## src/rtl/encod4to2_ot.sv

```systemverilog
// Registered 4-to-2 priority encoder with valid/err flags and a saturating
// count of multi-hot samples. Arbitration direction is set by PRIORITY_HIGH.
module encod4to2_ot #(
  parameter int PRIORITY_HIGH = 1,
  parameter int CNT_W         = 8
) (
  input  logic             clk,
  input  logic             rst_n,
  input  logic             en,
  input  logic             clr,
  input  logic             D0,
  input  logic             D1,
  input  logic             D2,
  input  logic             D3,
  output logic             Y1,
  output logic             Y0,
  output logic             valid,
  output logic             err,
  output logic [CNT_W-1:0] err_cnt
);

  localparam logic [CNT_W-1:0] CNT_MAX = {CNT_W{1'b1}};

  function automatic logic [1:0] enc_high(input logic [3:0] d);
    logic [1:0] idx;
    casez (d)
      4'b1???: idx = 2'd3;
      4'b01??: idx = 2'd2;
      4'b001?: idx = 2'd1;
      default: idx = 2'd0;
    endcase
    return idx;
  endfunction

  function automatic logic [1:0] enc_low(input logic [3:0] d);
    logic [1:0] idx;
    casez (d)
      4'b???1: idx = 2'd0;
      4'b??10: idx = 2'd1;
      4'b?100: idx = 2'd2;
      default: idx = 2'd3;
    endcase
    return idx;
  endfunction

  logic [3:0]       d_s;
  logic [1:0]       idx_s;
  logic             any_s;
  logic             multi_s;
  logic [1:0]       idx_r;
  logic             valid_r;
  logic             err_r;
  logic [CNT_W-1:0] cnt_r;

  assign d_s = {D3, D2, D1, D0};

  // Decode the sampled request lines into winner index and flags.
  always_comb begin
    idx_s   = 2'd0;
    any_s   = 1'b0;
    multi_s = 1'b0;
    if (PRIORITY_HIGH != 0) begin
      idx_s = enc_high(d_s);
    end else begin
      idx_s = enc_low(d_s);
    end
    any_s   = (d_s != 4'd0);
    // Clearing the lowest set bit leaves something only when two or more are set.
    multi_s = ((d_s & (d_s - 4'd1)) != 4'd0);
  end

  // Output registers and saturating error counter.
  always_ff @(posedge clk) begin
    if (!rst_n) begin
      idx_r   <= 2'd0;
      valid_r <= 1'b0;
      err_r   <= 1'b0;
      cnt_r   <= {CNT_W{1'b0}};
    end else begin
      if (en) begin
        valid_r <= any_s;
        err_r   <= multi_s;
        if (any_s) begin
          idx_r <= idx_s;
        end
      end
      if (clr) begin
        cnt_r <= {CNT_W{1'b0}};
      end else if (en && multi_s && (cnt_r != CNT_MAX)) begin
        cnt_r <= cnt_r + {{(CNT_W-1){1'b0}}, 1'b1};
      end
    end
  end

  assign Y1      = idx_r[1];
  assign Y0      = idx_r[0];
  assign valid   = valid_r;
  assign err     = err_r;
  assign err_cnt = cnt_r;

endmodule

```

## config.mk

```make
export PLATFORM = sky130hd
export DESIGN_NAME = encod4to2_ot
export DESIGN_NICKNAME = d
export VERILOG_FILES = /design/src/rtl/encod4to2_ot.sv
export SDC_FILE = /design/constraint.sdc
export NUM_CORES = 1
export LEC_CHECK = 0
export ABC_AREA = 0
export CAP_MARGIN = 40
export CORE_MARGIN = 3
export CORE_UTILIZATION = 45
export DETAILED_ROUTE_END_ITERATION = 16
export PLACE_DENSITY = 0.76
export SLEW_MARGIN = 20
export SYNTH_ARGS = -nofsm -noshare
export SYNTH_HDL_FRONTEND = slang
export SYNTH_SLANG_ARGS = --single-unit
```

## constraint.sdc

```tcl
create_clock -name clk -period 2.8 [get_ports clk]
set_input_delay 0.42 -clock clk [delete_from_list [all_inputs] [get_ports clk]]
set_output_delay 0.42 -clock clk [all_outputs]
set_load 0.02 [all_outputs]
```

==> results.md <==
- Outcome: completed
- Worst Path Required: between 2 and 2.5 ns
- Io pins: 20
- IO Port Bufs: 19
- VDD IR max: approximately 0.32 mV
- Non-Filler Instances: roughly 110
- Hold path depth: 2
- Nets: 109
- Vias per cell: approximately 5.7
- Worst hold-check path type: register to register
- Crit Reg-Reg Endpoint: err_cnt[4]
- DR WL/cell: around 13 um
- Yosys reg bits: 12
- Register area share after synthesis: roughly two fifths
- Skew-Pair Late Insertion Delay: 0.27 ns
- YS warnings: 0
- Crit path DAT: around 1.4 ns
- 1st-pass router iterations: 4
- Unique cell type count in the Yosys netlist: 29
- RSZ-0062 raised after global routing: false
- Critical path's largest stage delay: roughly 0.66 ns
- Reg2Reg Depth: 5
- Final hold viol count: 0
- Detailed Place HPWL: about 1100 um
- Antenna violations before repair: 0
- Critical Path Start Type: register
- Clk root buf: clkbuf_4
- Pin count of the biggest net entering global routing: 10
- Fin worst setup slack: 0.967 ns
- CTS Buffer Depth: 2
- Worst slack, placed: between 0.7 and 0.8 ns
- Skew final: 0.00127 ns
- CP Capture Type: primary output
- # setup viols final: 0
- Initial DRC Count: 22
- Via count: between 600 and 700
- Largest fanout on the critical path: 8
- Avg Cell Area, Syn: 8.25 um2
- Initial core utilization: ~52%
- Worst hold endpoint: idx_r[1]
- Layout cell share with drive strength beyond 1: about 5.1%
- Power density over cell area: 420 nW/um2
- Max-cap violations: 0
- Slew @ Worst Pin: ~0.47 ns
- CP max stage cell: clkdlybuf4s50_1
- Total CTS buffers: 3
- GP Congestion: 0.756
- Cell family with most CP delay: buffers and inverters
- Asr flop ratio synth: 0%
- Tcrit/Tclk final: about 65%
- Placed Cells: around 110
- Chip width: roughly 43 um
- Mapped Area: 627 um2
- # Post-CTS Setup Buffers: 0
- HP Start: idx_r[1]
- Gate Count Post-Synth: 76
- Final setup TNS: 0 ns
- Area Overhead vs Synth: 38.9%
- Flop-to-flop setup slack: ~1.2 ns
- Gr ovfl total: 0
- Slew Limit Fails: 0
- Syn nets: 85
- Fmax: approximately 0.55 GHz
- Die Ht: roughly 43 um
- CP Buf/Inv Count: 1
- DRC viols: 0
- All-Layer GR Usage: approximately 16%
- CTS tree: yes
- H-tree levels: 1
- Max_slew headroom: 68.5%
- Number of global-route vias before repair: about 530
- R2r startpoint: err_cnt[0]
- Hold Buf Count CTS: 0
- First-pass GRT wire length: roughly 2300 um
- Top FF cell, synth: dfxtp_1
- Critical path, cell by cell: clkdlybuf4s50_1
- Minimum clock period: between 1.5 and 2 ns
- N_diodes: 0
- Post-cts sizing count: 0
- EDFF count, synth: 0
- Full die area: between 1500 and 2000 um2
- Overall power: ~0.37 mW
- Reg clk slew, reported paths: 0.07 ns
- ANT nets after route: 0
- Num Clock Sinks: 12
- Site row count: 12
- CP Class: register to primary output
- Leak Pwr: approximately 0.29 nW
- DRT Wirelength: ~1500 um
- Core area: between 1000 and 1500 um2
metal layers:
metal  share of wire, %  track usage (%)  routed length [um]  vias up
li1                   -                -                   -      342
met1                 51             21.7                 738      284
met2                 43             23.6                 632       17
met3                5.1             7.63                  75        3
met4               0.75             5.42                  11        0
met5                  0                0                   0        -
sequential cells by signal, summed over array words and instances (netlist names):
name	flops
err	1
idx_r	2
err_cnt	8
valid	1
cells by family after synthesis:
group                      Yosys count  share of synthesized area (%)
DFF                                 12                           38.3
muxes                                1                           1.60
and+or+nand+nor                     34                           28.9
AOI/OAI and AO/OA                   26                           26.9
buffers and inverters                1                          0.598
adders and majority gates            2                           3.59
cells in the mapped netlist (all sizes together), types with 2 or more instances:
cell | instances | area, um2
dfxtp | 12 | 240
nand2 | 10 | 37.5
o21ai | 8 | 43.8
a211oi | 4 | 30.0
a21oi | 4 | 20.0
nor3 | 4 | 20.0
a21boi | 3 | 22.5
nand2b | 3 | 18.8
nor2 | 3 | 11.3
and3 | 2 | 12.5
nand3 | 2 | 10.0
nand4 | 2 | 12.5
nor4 | 2 | 12.5
o211ai | 2 | 15.0
o31ai | 2 | 15.0
cell usage in the layout, fill, tap and decap left out:
master,n
a211oi_1,4
a21boi_0,3
a21oi_1,4
a31oi_1,1
and2b_1,1
and3_1,2
and4_1,1
and4b_1,1
clkbuf_4,3
clkbuf_8,1
clkdlybuf4s50_1,19
dfxtp_1,12
ha_1,1
inv_1,1
maj3_1,1
mux2i_1,1
nand2_1,10
nand2b_1,3
nand3_1,2
nand4_1,2
nor2_1,3
nor2b_1,1
nor3_1,4
nor4_1,2
o211ai_1,2
o21a_1,1
o21ai_0,7
o21ai_2,1
o31a_1,1
o31ai_1,2
or3_1,1
or4_1,1
worst max-delay path by stage:
stage / start / end / slack (ns) / cells past startpoint
after CTS: err_cnt[2] / err_cnt[2] / 0.98 / 1
after floorplan: err_cnt[0] / err_cnt[4] / 1.29 / 5
after global routing: D2 / err_cnt[5] / 0.89 / 5
final: err_cnt[2] / err_cnt[2] / 0.97 / 1
after global placement: D1 / err_cnt[5] / 0.75 / 5
after detailed placement: D2 / err_cnt[5] / 0.72 / 5
final cells by class:
cell class	count	area [um2]
flip-flops and latches	12	240
multi-input cells	63	383
clock buffers	4	36.3
well taps	14	17.5
fillers	103	330
repair buffers	19	190
inverters	1	3.75
per-stage QoR:
step	hold slack, ns	instance area, um2	utilization (%)
after floorplan	0.509	627	-
final	0.472	871	72.5
after detailed placement	0.466	835	69.5
after CTS	0.477	871	72.5
after global routing	0.493	871	72.5
after global placement	0.451	835	69.5
where the power goes:
part	internal, mW	leakage [nW]	switching [mW]	total (mW)
Combinational	0.0256	0.168	0.0266	0.0522
Sequential	0.176	0.0978	0.00287	0.178
Clock	0.0791	0.0210	0.0561	0.135
Total	0.280	0.287	0.0855	0.366
Power figures use the tool's default switching activity.
